## src/rtl/occ_gt_reset_pkg.sv

```systemverilog
// Shared types and defaults for the OCC GT PHY reset sequencer.
package occ_gt_reset_pkg;

  typedef enum logic [2:0] {
    ST_PLL_RST   = 3'd0,
    ST_WAIT_LOCK = 3'd1,
    ST_GT_RST    = 3'd2,
    ST_WAIT_DONE = 3'd3,
    ST_READY     = 3'd4,
    ST_FAIL      = 3'd5
  } state_e;

  localparam int C_NUM_LANES         = 32'd1;
  localparam int C_PLL_RST_CYCLES    = 32'd200;
  localparam int C_LOCK_STABLE_CYCLES = 32'd16;
  localparam int C_GT_RST_CYCLES     = 32'd8;
  localparam int C_TIMEOUT_CYCLES    = 32'd65535;
  localparam int C_MAX_RETRIES       = 32'd3;

  function automatic int max3(input int a, input int b, input int c);
    int m;
    m = (a > b) ? a : b;
    return (m > c) ? m : c;
  endfunction

endpackage

```

## src/rtl/occ_gt_sync.sv

```systemverilog
// Two-flop synchroniser for asynchronous status inputs into init_clk.
module occ_gt_sync
  import occ_gt_reset_pkg::*;
#(
  parameter int g_WIDTH = 1
) (
  input  logic               clk_i,
  input  logic               rst_i,
  input  logic [g_WIDTH-1:0] d_i,
  output logic [g_WIDTH-1:0] q_o
);

  logic [g_WIDTH-1:0] meta_q;
  logic [g_WIDTH-1:0] sync_q;

  always_ff @(posedge clk_i) begin
    if (rst_i) begin
      meta_q <= '0;
      sync_q <= '0;
    end else begin
      meta_q <= d_i;
      sync_q <= meta_q;
    end
  end

  assign q_o = sync_q;

endmodule

```

## src/rtl/occ_gt_reset_seq.sv

```systemverilog
// Reset sequencer for a shared-PLL GT quad: PLL reset, lock wait, GT reset,
// reset-done wait, with timeouts, bounded retry and per-lane RX-only reset.
module occ_gt_reset_seq
  import occ_gt_reset_pkg::*;
#(
  parameter int g_NUM_LANES          = C_NUM_LANES,
  parameter int g_PLL_RST_CYCLES     = C_PLL_RST_CYCLES,
  parameter int g_LOCK_STABLE_CYCLES = C_LOCK_STABLE_CYCLES,
  parameter int g_GT_RST_CYCLES      = C_GT_RST_CYCLES,
  parameter int g_TIMEOUT_CYCLES     = C_TIMEOUT_CYCLES,
  parameter int g_MAX_RETRIES        = C_MAX_RETRIES
) (
  input  logic                                 init_clk_i,
  input  logic                                 init_rst_i,
  input  logic                                 pll_lock_i,
  input  logic [g_NUM_LANES-1:0]               txresetdone_i,
  input  logic [g_NUM_LANES-1:0]               rxresetdone_i,
  input  logic                                 txreset_req_i,
  input  logic [g_NUM_LANES-1:0]               rxreset_req_i,
  output logic                                 pll_rst_o,
  output logic                                 gttxreset_o,
  output logic [g_NUM_LANES-1:0]               gtrxreset_o,
  output logic                                 txuserrdy_o,
  output logic [g_NUM_LANES-1:0]               rxuserrdy_o,
  output logic                                 ready_o,
  output logic [g_NUM_LANES-1:0]               lane_ready_o,
  output logic                                 fail_o,
  output logic [$clog2(g_MAX_RETRIES+1)-1:0]   retry_cnt_o,
  output logic [2:0]                           state_o
);

  localparam int CNT_W  = $clog2(max3(g_PLL_RST_CYCLES, g_GT_RST_CYCLES, g_TIMEOUT_CYCLES) + 1);
  localparam int STB_W  = $clog2(g_LOCK_STABLE_CYCLES + 1);
  localparam int LCNT_W = $clog2(g_GT_RST_CYCLES + 1);
  localparam int RTY_W  = $clog2(g_MAX_RETRIES + 1);

  localparam logic [CNT_W-1:0]  PLL_LAST  = CNT_W'(g_PLL_RST_CYCLES - 1);
  localparam logic [CNT_W-1:0]  GT_LAST   = CNT_W'(g_GT_RST_CYCLES - 1);
  localparam logic [CNT_W-1:0]  TO_LAST   = CNT_W'(g_TIMEOUT_CYCLES - 1);
  localparam logic [CNT_W-1:0]  CNT_MAX   = {CNT_W{1'b1}};
  localparam logic [STB_W-1:0]  STB_LAST  = STB_W'(g_LOCK_STABLE_CYCLES - 1);
  localparam logic [LCNT_W-1:0] LANE_LAST = LCNT_W'(g_GT_RST_CYCLES - 1);
  localparam logic [RTY_W-1:0]  RTY_MAX   = RTY_W'(g_MAX_RETRIES);

  logic                   lock_s;
  logic [g_NUM_LANES-1:0] txdone_s;
  logic [g_NUM_LANES-1:0] rxdone_s;

  state_e             state_q, state_d;
  logic [CNT_W-1:0]   cnt_q, cnt_d;
  logic [STB_W-1:0]   stable_q, stable_d;
  logic [RTY_W-1:0]   retry_q, retry_d;
  logic               timeout_s;
  logic               rx_acc_s;

  logic [g_NUM_LANES-1:0] lane_busy_q, lane_busy_d;

  logic                   pll_rst_q, pll_rst_d;
  logic                   gttx_q, gttx_d;
  logic [g_NUM_LANES-1:0] gtrx_q, gtrx_d;
  logic                   txu_q, txu_d;
  logic [g_NUM_LANES-1:0] rxu_q, rxu_d;
  logic                   ready_q, ready_d;
  logic [g_NUM_LANES-1:0] lane_rdy_q, lane_rdy_d;
  logic                   fail_q, fail_d;

  occ_gt_sync #(.g_WIDTH(1)) u_sync_lock (
    .clk_i (init_clk_i),
    .rst_i (init_rst_i),
    .d_i   (pll_lock_i),
    .q_o   (lock_s)
  );

  occ_gt_sync #(.g_WIDTH(2 * g_NUM_LANES)) u_sync_done (
    .clk_i (init_clk_i),
    .rst_i (init_rst_i),
    .d_i   ({txresetdone_i, rxresetdone_i}),
    .q_o   ({txdone_s, rxdone_s})
  );

  always_comb begin
    state_d   = state_q;
    stable_d  = '0;
    retry_d   = retry_q;
    timeout_s = 1'b0;
    if (txreset_req_i) begin
      state_d = ST_PLL_RST;
      retry_d = '0;
    end else begin
      case (state_q)
        ST_PLL_RST: begin
          if (cnt_q == PLL_LAST) state_d = ST_WAIT_LOCK;
          else                   state_d = ST_PLL_RST;
        end
        ST_WAIT_LOCK: begin
          if (lock_s) stable_d = stable_q + 1'b1;
          else        stable_d = '0;
          if (lock_s && (stable_q == STB_LAST)) state_d = ST_GT_RST;
          else if (cnt_q == TO_LAST)            timeout_s = 1'b1;
          else                                  state_d = ST_WAIT_LOCK;
        end
        ST_GT_RST: begin
          if (cnt_q == GT_LAST) state_d = ST_WAIT_DONE;
          else                  state_d = ST_GT_RST;
        end
        ST_WAIT_DONE: begin
          if ((&txdone_s) && (&rxdone_s)) state_d = ST_READY;
          else if (cnt_q == TO_LAST)      timeout_s = 1'b1;
          else                            state_d = ST_WAIT_DONE;
        end
        ST_READY: begin
          retry_d = '0;
          if (!lock_s) state_d = ST_PLL_RST;
          else         state_d = ST_READY;
        end
        ST_FAIL: state_d = ST_FAIL;
        default: state_d = ST_PLL_RST;
      endcase
      // A timeout that exhausts the retry budget parks the sequencer in FAIL.
      if (timeout_s) begin
        retry_d = retry_q + 1'b1;
        if (retry_d == RTY_MAX) state_d = ST_FAIL;
        else                    state_d = ST_PLL_RST;
      end else begin
        retry_d = retry_d;
      end
    end

    if (txreset_req_i || (state_d != state_q)) begin
      cnt_d    = '0;
      stable_d = '0;
    end else if (cnt_q != CNT_MAX) begin
      cnt_d = cnt_q + 1'b1;
    end else begin
      cnt_d = cnt_q;
    end
  end

  // RX-only lane resets are honoured only while the link stays in READY.
  assign rx_acc_s = (state_q == ST_READY) && (state_d == ST_READY);

  for (genvar k = 0; k < g_NUM_LANES; k++) begin : g_lane
    logic [LCNT_W-1:0] lane_cnt_q, lane_cnt_d;
    logic              busy_nxt;

    always_comb begin
      busy_nxt   = lane_busy_q[k];
      lane_cnt_d = lane_cnt_q;
      if (!rx_acc_s) begin
        busy_nxt   = 1'b0;
        lane_cnt_d = '0;
      end else if (rxreset_req_i[k]) begin
        busy_nxt   = 1'b1;
        lane_cnt_d = '0;
      end else if (lane_busy_q[k] && (lane_cnt_q == LANE_LAST)) begin
        busy_nxt   = 1'b0;
        lane_cnt_d = '0;
      end else if (lane_busy_q[k]) begin
        busy_nxt   = 1'b1;
        lane_cnt_d = lane_cnt_q + 1'b1;
      end else begin
        busy_nxt   = 1'b0;
        lane_cnt_d = '0;
      end
    end

    always_ff @(posedge init_clk_i) begin
      if (init_rst_i) lane_cnt_q <= '0;
      else            lane_cnt_q <= lane_cnt_d;
    end

    assign lane_busy_d[k] = busy_nxt;
  end

  // Outputs are decoded from the next state so they register on the transition edge.
  always_comb begin
    pll_rst_d = 1'b0;
    gttx_d    = 1'b0;
    gtrx_d    = '0;
    txu_d     = 1'b0;
    rxu_d     = '0;
    ready_d   = 1'b0;
    fail_d    = 1'b0;
    case (state_d)
      ST_PLL_RST: begin
        pll_rst_d = 1'b1;
        gttx_d    = 1'b1;
        gtrx_d    = '1;
      end
      ST_WAIT_LOCK, ST_GT_RST: begin
        gttx_d = 1'b1;
        gtrx_d = '1;
      end
      ST_WAIT_DONE: begin
        txu_d = 1'b1;
        rxu_d = '1;
      end
      ST_READY: begin
        txu_d   = 1'b1;
        rxu_d   = ~lane_busy_d;
        gtrx_d  = lane_busy_d;
        ready_d = 1'b1;
      end
      ST_FAIL: begin
        pll_rst_d = 1'b1;
        gttx_d    = 1'b1;
        gtrx_d    = '1;
        fail_d    = 1'b1;
      end
      default: begin
        pll_rst_d = 1'b1;
        gttx_d    = 1'b1;
        gtrx_d    = '1;
      end
    endcase
    lane_rdy_d = {g_NUM_LANES{ready_d}} & ~lane_busy_d & rxdone_s;
  end

  always_ff @(posedge init_clk_i) begin
    if (init_rst_i) begin
      state_q     <= ST_PLL_RST;
      cnt_q       <= '0;
      stable_q    <= '0;
      retry_q     <= '0;
      lane_busy_q <= '0;
      pll_rst_q   <= 1'b1;
      gttx_q      <= 1'b1;
      gtrx_q      <= '1;
      txu_q       <= 1'b0;
      rxu_q       <= '0;
      ready_q     <= 1'b0;
      lane_rdy_q  <= '0;
      fail_q      <= 1'b0;
    end else begin
      state_q     <= state_d;
      cnt_q       <= cnt_d;
      stable_q    <= stable_d;
      retry_q     <= retry_d;
      lane_busy_q <= lane_busy_d;
      pll_rst_q   <= pll_rst_d;
      gttx_q      <= gttx_d;
      gtrx_q      <= gtrx_d;
      txu_q       <= txu_d;
      rxu_q       <= rxu_d;
      ready_q     <= ready_d;
      lane_rdy_q  <= lane_rdy_d;
      fail_q      <= fail_d;
    end
  end

  assign pll_rst_o    = pll_rst_q;
  assign gttxreset_o  = gttx_q;
  assign gtrxreset_o  = gtrx_q;
  assign txuserrdy_o  = txu_q;
  assign rxuserrdy_o  = rxu_q;
  assign ready_o      = ready_q;
  assign lane_ready_o = lane_rdy_q;
  assign fail_o       = fail_q;
  assign retry_cnt_o  = retry_q;
  assign state_o      = state_q;

endmodule

```

## config.mk

```make
export PLATFORM = sky130hd
export DESIGN_NAME = occ_gt_reset_seq
export DESIGN_NICKNAME = d
export VERILOG_FILES = /design/src/rtl/occ_gt_reset_pkg.sv /design/src/rtl/occ_gt_sync.sv /design/src/rtl/occ_gt_reset_seq.sv
export SDC_FILE = /design/constraint.sdc
export NUM_CORES = 1
export LEC_CHECK = 0
export ABC_CLOCK_PERIOD_IN_PS = 3000
export BUFFER_PORTS_ARGS = -buffer_cell sky130_fd_sc_hd__clkbuf_2
export CAP_MARGIN = 20
export CORE_MARGIN = 3
export CORE_UTILIZATION = 50
export DETAILED_ROUTE_END_ITERATION = 16
export PLACE_DENSITY = 0.8
export SLEW_MARGIN = 0
export SYNTH_ARGS = -nofsm -noshare
export SYNTH_HDL_FRONTEND = slang
export SYNTH_HIERARCHICAL = 1
export SYNTH_SLANG_ARGS = --single-unit
```

## constraint.sdc

```tcl
create_clock -name init_clk_i -period 3 [get_ports init_clk_i]
set_clock_uncertainty 0.15 [all_clocks]
set_input_delay 0.45 -clock init_clk_i [delete_from_list [all_inputs] [get_ports init_clk_i]]
set_output_delay 0.45 -clock init_clk_i [all_outputs]
set_load 0.03 [all_outputs]
```

==> impl_metrics.toml, run 1 <==
[clock_network]
cts_tree = "done"
cts.reportedPaths.clkPinSlew_ns = 0.08
cts_max_path_buffers = 2
cts-buffers-inserted = 5
number_of_levels_in_the_clock_h_tree = 2
clkLatencyLatePin_ns = 0.31
clock-root-buffer = "sky130_fd_sc_hd__clkbuf_8"
cts.sink_count = 45

[sta]
layout_setup_ws_ns = 0.321
tns_ns = 0
rsz_0062_raised_after_global_routing = "false"
max_slew.worst_pin.slew_ns = 0.679
post-route-period-util_pct = 89.3
hold_slack_ns = 0.210
timing_hold_violations_final = 0
max_slew_margin_pct = 54.7
timing.final.max_slew_violations = 0
setup_violations = 0
timing.fmax_ghz = 0.373
post-route-min-period_ns = 2.68

[logic_synthesis]
postSynthCellCount = 223
netlist.top_cell.by_area = "sky130_fd_sc_hd__dfxtp_1"
synth_cell_type_count = 46
yosys.area.top_type_share_pct = 44.3
combinational_family_with_the_most_area_after_synthesis = "simple AND/OR/NAND/NOR gates"
post_synth_and_or_nand_nor_area_fraction_pct = 29.8
synth-adder-area-share_pct = 3.69
synth-compound-area-share_pct = 9.60
synth.yosys.warnings = 6
post_synth_mux_area_share_pct = 1.48
seq_area_frac_synth_pct = 44.3
synthesis.area_per_instance_um2 = 9.12
postSynth.asyncResetShare_pct = 0
synthesized_netlist_net_count = 236
dominantRegCellSynth = "sky130_fd_sc_hd__dfxtp_1"
synthesis.area_um2 = 2030
synth-edff-count = 0
ys_ff_latch = 45
synth.top_cells.by_area = "sky130_fd_sc_hd__dfxtp_1 (44%), sky130_fd_sc_hd__nor3_1 (5.4%), sky130_fd_sc_hd__nor2_1 (4.1%)"
synth-xor-area-share_pct = 7.26

[floorplanning]
die_height_um = 69.8
std_cell_rows = 22
die_area_um2 = 4870
chipWidth_um = 69.8
io-pin-count = 20
initial_core_utilization_pct = 53.5
placeableCoreArea_um2 = 3800

[setup_path]
critPathLaunchType = "flop"
max_fo_critical_path = 16
critPathKind = "flop to flop"
critical_path.top_delay_family = "compound AO/OA/AOI/OAI gates"
required_ns = 3.01
cp_cell_sequence = "ha_1 -> and3_1 -> ha_1 -> nand2_1 -> o2111a_1 -> and4b_1 -> nor3_1 -> o21ai_2 -> nor3_1"
timing.critical_path.arrival_ns = 2.68
worstPathBufferInverterCount = 0
cp_slowest_stage_delay_ns = 0.56
cpMaxStageDelayCell = "sky130_fd_sc_hd__o21ai_2"
end_kind = "flop"

[routing]
vias_per_cell = 5.48
dr.first_iter.drc_count = 86
post_drt_wl_per_cell_um = 12.9
detail-route-antenna-nets = 0
postRouteWirelength_um = 3760
drt_first_pass_iters = 4
drcViolationCount = 0
dr_total_vias = 1599

[power]
vdd_drop_max_mv = 0.256
combPwrFrac_pct = 2.5
netSwitchingFraction_pct = 23.0
net-switching-power_w = 0.000233
internal_pwr_total_w = 0.000777
power_density_nw_per_um2 = 449
cellLeakagePower_nw = 0.849
power.share.sequential_pct = 59.9
clock_power_share_pct = 37.7

[finish]
final_layout_size_suffix_gt1_share_pct = 15.6
layout.cells.most_common = "sky130_fd_sc_hd__dfxtp_1"
num_antenna_cells = 0
finalNetCount = 256
final-seq-area_um2 = 901
most-common-layout-cells = "sky130_fd_sc_hd__dfxtp_1 (45), sky130_fd_sc_hd__nor3_1 (22), sky130_fd_sc_hd__nor2_1 (22), sky130_fd_sc_hd__clkbuf_2 (19), sky130_fd_sc_hd__nand2_1 (13)"
multi_input_logic_area_um2 = 1060
layout.filler_cells = 329
flow.area_growth_from_synthesis_pct = 10.5

[status]
outcome = "completed"

[placement]
dp.final_hpwl_um = 2710
place_ws_ns = 0.286
gp_routability_congestion = 0.858
numPortBuffers = 19

[worst_hold_path]
hp-class = "primary input to flop"

[global_route]
grt_max_degree = 17
global_route_usage_over_all_layers_pct = 16.3
global_route.overflow_total = 0
antenna_found_initial = 0
grt_first_pass_wirelength_um = 6520
first_global_vias = 1479

[job]
maxCapViolations = 0
-- synth_stat cells (5+ instances only) --
cell                       n
sky130_fd_sc_hd__nand2_1  13
sky130_fd_sc_hd__xnor2_1   7
sky130_fd_sc_hd__nand4_1   5
sky130_fd_sc_hd__nand3_1  11
sky130_fd_sc_hd__nor2b_1   8
sky130_fd_sc_hd__nor2_1   22
sky130_fd_sc_hd__o21ai_0   8
sky130_fd_sc_hd__ha_1      6
sky130_fd_sc_hd__nor3_1   22
sky130_fd_sc_hd__inv_1     7
sky130_fd_sc_hd__xor2_1    8
sky130_fd_sc_hd__dfxtp_1  45
-- metrics by stage --
stage / util, % / instances / instance area (µm²) / power, W
4_1_cts: 59.0 / 292 / 2240 / 0.00102
5_1_grt: 59.2 / 292 / 2250 / 0.00105
3_5_place_dp: 56.6 / 284 / 2150 / 0.000644
3_3_place_gp: 56.6 / 284 / 2150 / 0.000643
6_report: 59.2 / 292 / 2250 / 0.00101
2_1_floorplan: - / 223 / 2030 / 0.000635
-- per-layer routing --
metal / up-vias / global-route usage [%] / wire [µm]
met2: 43 / 25.1 / 1640
met4: 0 / 7.87 / 80
met5: - / 0 / 0
li1: 825 / - / -
met3: 9 / 3.77 / 222
met1: 722 / 21.4 / 1820
-- registers in the layout, indices dropped and copies added, names as in the netlist --
signal	count
cnt_q	16
stable_q	5
g_lane.lane_cnt_q	4
state_o	3
retry_cnt_o	2
u_sync_done/meta_q	2
u_sync_done/q_o	2
fail_o	1
gtrxreset_o	1
gttxreset_o	1
lane_busy_q	1
lane_ready_o	1
pll_rst_o	1
ready_o	1
rxuserrdy_o	1
txuserrdy_o	1
u_sync_lock/meta_q	1
u_sync_lock/q_o	1
-- area by class of cell --
cell class,instances,share of cell area [%]
sequential,45,40.1
inverter,7,1.17
timing repair buffer,21,4.90
tap,48,2.67
clock buffer,5,3.06
multi-input combinational,163,47.2
clock inverter,3,0.947
-- worst reg2reg max path: stages, from the launching register on --
cell and delay, ns:
sky130_fd_sc_hd__dfxtp_1 0.33, sky130_fd_sc_hd__ha_1 0.22, sky130_fd_sc_hd__and3_1 0.19, sky130_fd_sc_hd__ha_1 0.19, sky130_fd_sc_hd__nand2_1 0.09, sky130_fd_sc_hd__o2111a_1 0.30, sky130_fd_sc_hd__and4b_1 0.30, sky130_fd_sc_hd__nor3_1 0.08
sky130_fd_sc_hd__o21ai_2 0.56, sky130_fd_sc_hd__nor3_1 0.15
-- final timing paths --
| kind | startpoint | end | slack, ns | cells past startpoint |
|---|---|---|---|---|
| worst min register to register | u_sync_lock/meta_q | u_sync_lock/q_o | 0.29 | 1 |
| worst max-delay path | stable_q[0] | cnt_q[13] | 0.32 | 9 |
| worst min-delay path | pll_lock_i | u_sync_lock/meta_q | 0.21 | 2 |
| worst max register to register | stable_q[0] | cnt_q[13] | 0.32 | 9 |
-- power groups by stage --
stage / sequential [W] / combinational [W] / clock (W)
2_1_floorplan: 0.000618 / 0.0000168 / 0
3_3_place_gp: 0.000618 / 0.0000242 / 0
3_5_place_dp: 0.000619 / 0.0000250 / 0
4_1_cts: 0.000605 / 0.0000250 / 0.000388
5_1_grt: 0.000606 / 0.0000281 / 0.000412
6_report: 0.000605 / 0.0000250 / 0.000381
-- what timing repair did --
action / 4_1_cts / 5_1_grt
hold endpoints to repair: 0 / 0
gates resized for setup: 0 / 1
setup endpoints to repair: 0 / 1
setup buffers: 0 / 0
hold buffers: 0 / 0
-- cells by family after synthesis --
family	Yosys count
and+or+nand+nor	110
buffers and inverters	15
adders and majority gates	6
DFF	45
AOI/OAI and AO/OA	28
muxes	3
xor gates and xnor gates	16
Power figures use the tool's default switching activity.
==> run 2: changes to the inputs <==
--- a/config.mk
+++ b/config.mk
@@ -12,6 +12,7 @@
 export CORE_UTILIZATION = 50
 export DETAILED_ROUTE_END_ITERATION = 16
 export PLACE_DENSITY = 0.8
+export REMOVE_ABC_BUFFERS = 1
 export SLEW_MARGIN = 0
 export SYNTH_ARGS = -nofsm -noshare
 export SYNTH_HDL_FRONTEND = slang
==> run 2 against run 1 <==
Hold slack got worse by 0.0025 ns. Global-route usage is 0.28 points lower. Sequential share of layout area is 0.41 points higher. Clock-buffer cell count unchanged. Fmax down 1.4%. Critical endpoint is now cnt_q[6]. Largest cell class unchanged.
==> impl_metrics.toml, run 2 (synthesis results as in run 1) <==
[status]
outcome = "completed"

[global_route]
first_global_vias = 1444
grt_max_degree = 17
grt_first_pass_wirelength_um = 6360
global_route.overflow_total = 0
antenna_found_initial = 0
global_route_usage_over_all_layers_pct = 16.0

[setup_path]
required_ns = 3.05
cpMaxStageDelayCell = "sky130_fd_sc_hd__a31oi_1"
max_fo_critical_path = 16
critical_path.top_delay_family = "compound AO/OA/AOI/OAI gates"
cp_slowest_stage_delay_ns = 0.37
timing.critical_path.mode_cell = "sky130_fd_sc_hd__ha_1"
worstPathBufferInverterCount = 0
end_kind = "flop"
critPathLaunchType = "flop"
cp_cell_sequence = "ha_1 -> and3_1 -> ha_1 -> nand2_1 -> o2111a_1 -> a31oi_1 -> mux2i_1 -> o21ai_2 -> nor4_1"
critPathKind = "flop to flop"
timing.critical_path.arrival_ns = 2.77

[clock_network]
postCtsHoldBufs = 0
clkLatencyLatePin_ns = 0.29
cts_tree = "done"
post-cts-setup-buffers = 0
number_of_levels_in_the_clock_h_tree = 2
cts-buffers-inserted = 5
cts_max_path_buffers = 2
cts.sink_count = 45
cts_resized = 0
cts.reportedPaths.clkPinSlew_ns = 0.08
clock-root-buffer = "sky130_fd_sc_hd__clkbuf_8"

[finish]
final_layout_size_suffix_gt1_share_pct = 14.5
flow.area_growth_from_synthesis_pct = 9.42
finalNetCount = 256
register_with_the_most_flip_flops = "cnt_q"
layout.cells.most_common = "sky130_fd_sc_hd__dfxtp_1"
most-common-layout-cells = "sky130_fd_sc_hd__dfxtp_1 (45), sky130_fd_sc_hd__nor3_1 (22), sky130_fd_sc_hd__nor2_1 (22), sky130_fd_sc_hd__clkbuf_2 (19), sky130_fd_sc_hd__nand2_1 (13)"
num_antenna_cells = 0
largest_reg_flops = 16
reg.largest.list = "cnt_q (16), stable_q (5), g_lane.lane_cnt_q (4)"
postLayoutCoreUtil_pct = 58.6

[power]
net-switching-power_w = 0.000204
fin_total_pwr_w = 0.000969
combPwrFrac_pct = 2.6
internal_pwr_total_w = 0.000765
power_density_nw_per_um2 = 436
cellLeakagePower_nw = 0.844
netSwitchingFraction_pct = 21.0
clock_power_share_pct = 35.1
power.share.sequential_pct = 62.4
vdd_drop_max_mv = 0.294

[floorplanning]
chipWidth_um = 69.8
io-pin-count = 20
std_cell_rows = 22
die_area_um2 = 4870
initial_core_utilization_pct = 53.5
placeableCoreArea_um2 = 3800
die_height_um = 69.8

[sta]
timing_hold_violations_final = 0
hold_slack_ns = 0.207
timing.final.max_slew_violations = 0
post-route-period-util_pct = 90.6
tns_ns = 0
max_slew.worst_pin.slew_ns = 0.654
max_slew_margin_pct = 56.4
post-route-min-period_ns = 2.72
timing.fmax_ghz = 0.368
rsz_0062_raised_after_global_routing = "false"
setup_violations = 0

[routing]
post_drt_wl_per_cell_um = 12.8
detail-route-antenna-nets = 0
drcViolationCount = 0
dr_total_vias = 1605
drt_first_pass_iters = 4
dr.first_iter.drc_count = 71
vias_per_cell = 5.53
postRouteWirelength_um = 3730

[placement]
numPortBuffers = 19
dp.final_hpwl_um = 2720
gp_routability_congestion = 0.829

[worst_hold_path]
hp-class = "primary input to flop"

[job]
maxCapViolations = 0
[run 2: worst register-to-register path: stages (launching register included)]
cell,delay [ns]
sky130_fd_sc_hd__dfxtp_1,0.36
sky130_fd_sc_hd__ha_1,0.18
sky130_fd_sc_hd__and3_1,0.16
sky130_fd_sc_hd__ha_1,0.16
sky130_fd_sc_hd__nand2_1,0.07
sky130_fd_sc_hd__o2111a_1,0.30
sky130_fd_sc_hd__a31oi_1,0.37
sky130_fd_sc_hd__mux2i_1,0.32
sky130_fd_sc_hd__o21ai_2,0.25
sky130_fd_sc_hd__nor4_1,0.31
[run 2: cell type report]
cell class	count	area, µm²
Multi-Input combinational cell	163	1050
Inverter	7	26.3
Clock buffer	5	68.8
Fill cell	346	1570
Timing Repair Buffer	21	110
Sequential cell	45	901
Tap cell	48	60.1
Clock inverter	1	5.00
[run 2: metal layers]
layer | track usage [%] | wire [µm] | vias up
met3 | 4.20 | 190 | 8
li1 | - | - | 820
met2 | 25.8 | 1620 | 38
met1 | 19.9 | 1840 | 739
met4 | 7.45 | 74 | 0
met5 | 0 | 0 | -
[run 2: worst paths after layout]
kind	startpoint	to	slack, ns	cells past startpoint
max	stable_q[0]	cnt_q[6]	0.28	9
min	txresetdone_i	u_sync_done/meta_q[1]	0.21	2
max reg2reg	stable_q[0]	cnt_q[6]	0.28	9
min reg2reg	u_sync_done/meta_q[1]	u_sync_done/q_o[1]	0.29	1
[run 2: power groups by stage]
stage	registers, W	logic, W	clock network, W
floorplan	0.000618	0.0000139	0
global placement	0.000618	0.0000244	0
detailed placement	0.000619	0.0000246	0
CTS	0.000604	0.0000247	0.000346
global route	0.000605	0.0000287	0.000368
finish	0.000605	0.0000247	0.000340
[run 2: per-stage QoR]
stage	instance area, µm²	setup slack (ns)	instances
finish	2220	0.283	290
global route	2220	0.0833	290
CTS	2220	0.317	290
detailed placement	2150	0.328	284
global placement	2150	0.431	284
floorplan	1980	0.601	215
==> run 3: changes to the inputs <==
--- a/config.mk
+++ b/config.mk
@@ -6,13 +6,14 @@
 export NUM_CORES = 1
 export LEC_CHECK = 0
 export ABC_CLOCK_PERIOD_IN_PS = 3000
-export BUFFER_PORTS_ARGS = -buffer_cell sky130_fd_sc_hd__clkbuf_2
+export BUFFER_PORTS_ARGS = -buffer_cell sky130_fd_sc_hd__buf_2
 export CAP_MARGIN = 20
 export CORE_MARGIN = 3
 export CORE_UTILIZATION = 50
 export DETAILED_ROUTE_END_ITERATION = 16
 export PLACE_DENSITY = 0.8
 export REMOVE_ABC_BUFFERS = 1
+export SETUP_SLACK_MARGIN = 0.5
 export SLEW_MARGIN = 0
 export SYNTH_ARGS = -nofsm -noshare
 export SYNTH_HDL_FRONTEND = slang
==> run 3 against run 2 <==
Sequential power is essentially flat. Flip-flop and latch count unchanged. Final cell count up 2.8%. Critical path depth is the same. Total power is 13% higher. Global-route usage rose by 1.9 points. Clock power grew 35%. Core utilization grew 5.0 points. Die area unchanged. Via count rose by 4.1%.
==> impl_metrics.toml, run 3 (synthesis results as in run 1) <==
[placement]
placement.cell_area_um2 = 2150
numPortBuffers = 19
dp.final_hpwl_um = 2880
place_ws_ns = 0.292
gp_routability_congestion = 0.811

[global_route]
grt_max_degree = 17
global_route.overflow_total = 0
antenna_found_initial = 0
grt_first_pass_wirelength_um = 7170
first_global_vias = 1581
global_route_usage_over_all_layers_pct = 17.9

[routing]
vias_per_cell = 5.61
detail-route-antenna-nets = 0
post_drt_wl_per_cell_um = 14.6
dr_total_vias = 1671
drcViolationCount = 0
postRouteWirelength_um = 4350
dr.first_iter.drc_count = 139
drt_first_pass_iters = 4

[sta]
max_slew_margin_pct = 64.2
timing.fmax_ghz = 0.411
setup_violations = 0
tns_ns = 0
rsz_0062_raised_after_global_routing = "true"
post-route-period-util_pct = 81.1
timing_hold_violations_final = 0
max_slew.worst_pin.slew_ns = 0.533
layout_setup_ws_ns = 0.567
post-route-min-period_ns = 2.43
timing.final.max_slew_violations = 0

[setup_path]
startpoint = "stable_q[1]"
cp_cell_sequence = "ha_4 -> and3_4 -> ha_4 -> nand2_2 -> o2111a_2 -> a31oi_4 -> mux2i_4 -> nand4_1 -> nor2_1"
max_fo_critical_path = 5
timing.critical_path.arrival_ns = 2.50
cpMaxStageDelayCell = "sky130_fd_sc_hd__dfxtp_2"
end_kind = "flop"
cp_slowest_stage_delay_ns = 0.36
timing.critical_path.mode_cell = "sky130_fd_sc_hd__ha_4"
required_ns = 3.07
critPathLaunchType = "flop"
critPathKind = "flop to flop"
critical_path.reg2reg.startpoint = "stable_q[1]"

[status]
outcome = "completed"

[clock_network]
number_of_levels_in_the_clock_h_tree = 2
postCtsHoldBufs = 0
cts_tree = "done"
cts_max_path_buffers = 2
cts-buffers-inserted = 5
clkLatencyLatePin_ns = 0.29
clock-root-buffer = "sky130_fd_sc_hd__clkbuf_8"
cts.reportedPaths.clkPinSlew_ns = 0.08
cts.sink_count = 45

[floorplanning]
die_height_um = 69.8
die_area_um2 = 4870
io-pin-count = 20
placeableCoreArea_um2 = 3800
std_cell_rows = 22
chipWidth_um = 69.8
initial_core_utilization_pct = 53.5

[finish]
postLayoutCoreUtil_pct = 63.5
flow.area_growth_from_synthesis_pct = 18.7
layout.cells.most_common = "sky130_fd_sc_hd__dfxtp_1"
largest_reg_flops = 16
finalNetCount = 262
num_antenna_cells = 0
final_layout_size_suffix_gt1_share_pct = 22.8
stdcell_area_um2 = 2410
most-common-layout-cells = "sky130_fd_sc_hd__dfxtp_1 (43), sky130_fd_sc_hd__nor2_1 (22), sky130_fd_sc_hd__nor3_1 (21), sky130_fd_sc_hd__buf_2 (19), sky130_fd_sc_hd__nand2_1 (12)"
register_with_the_most_flip_flops = "cnt_q"
reg.largest.list = "cnt_q (16), stable_q (5), g_lane.lane_cnt_q (4)"

[power]
power_density_nw_per_um2 = 454
net-switching-power_w = 0.000210
combPwrFrac_pct = 2.7
vdd_drop_max_mv = 0.282
power.share.sequential_pct = 55.2
netSwitchingFraction_pct = 19.2
clock_power_share_pct = 42.0
internal_pwr_total_w = 0.000885
cellLeakagePower_nw = 0.896

[worst_hold_path]
min-delay-start = "pll_lock_i"
hp-class = "primary input to flop"

[job]
maxCapViolations = 0
[run 3: cell count changes in the layout (fill, tap and decap cells not counted), moves of 2 or more]
cell and change:
sky130_fd_sc_hd__clkbuf_2 -19, sky130_fd_sc_hd__buf_2 +19, sky130_fd_sc_hd__ha_1 -3, sky130_fd_sc_hd__buf_4 +5, sky130_fd_sc_hd__dfxtp_1 -2, sky130_fd_sc_hd__dfxtp_2 +2, sky130_fd_sc_hd__ha_4 +2
[run 3: cell type report]
| type | count | area [µm²] |
|---|---|---|
| flip-flops and latches | 45 | 903 |
| well taps | 48 | 60.1 |
| inverters | 7 | 26.3 |
| repair buffers | 26 | 148 |
| multi-input cells | 164 | 1160 |
| clock buffers | 7 | 86.3 |
| clock inverters | 1 | 30.0 |
| fillers | 315 | 1390 |
[run 3: path summary, 6_finish.rpt]
check / endpoint / slack, ns / cells after the start
max: stable_q[0] / 0.57 / 9
max reg2reg: stable_q[0] / 0.57 / 9
min reg2reg: g_lane[0].lane_cnt_q[0] / 0.29 / 1
min: u_sync_lock/meta_q / 0.22 / 2
[run 3: what timing repair did]
| item | 4_1_cts | 5_1_grt |
|---|---|---|
| cloned | 1 | 0 |
| buffers inserted | 2 | 3 |
| gates resized for setup | 7 | 15 |
| endpoints found under the setup margin | 25 | 34 |
| pin swaps | 2 | 7 |
[run 3: through the flow]
step / power [W] / hold WS (ns) / cells
floorplan: 0.000632 / 0.264 / 215
global placement: 0.000643 / 0.268 / 284
detailed placement: 0.000644 / 0.278 / 284
CTS: 0.00110 / 0.215 / 295
global route: 0.00114 / 0.227 / 298
finish: 0.00110 / 0.219 / 298
[run 3: critical path: cells and delay by family (launching register included)]
| family | cells | cell delay [ns] |
|---|---|---|
| flops | 1 | 0.36 |
| mux | 1 | 0.34 |
| compound gates | 2 | 0.56 |
| simple gates | 4 | 0.68 |
| fa+ha+maj | 2 | 0.26 |
[run 3: routing by layer]
metal  share of wire, %  GRT usage, %  vias to the layer above  routed length (µm)
li1                   -             -                      840                   -
met1                 46          23.6                      786                1990
met2                 49          28.4                       43                2140
met3                4.4          4.20                        2                 193
met4               0.55          6.38                        0                  24
met5                  0             0                        -                   0
[run 3: power groups by stage]
stage / clock network, W / registers, W / logic (W)
after floorplan: 0 / 0.000618 / 0.0000139
after global placement: 0 / 0.000618 / 0.0000242
after detailed placement: 0 / 0.000619 / 0.0000252
after CTS: 0.000470 / 0.000605 / 0.0000291
after global routing: 0.000496 / 0.000606 / 0.0000332
final: 0.000460 / 0.000605 / 0.0000297
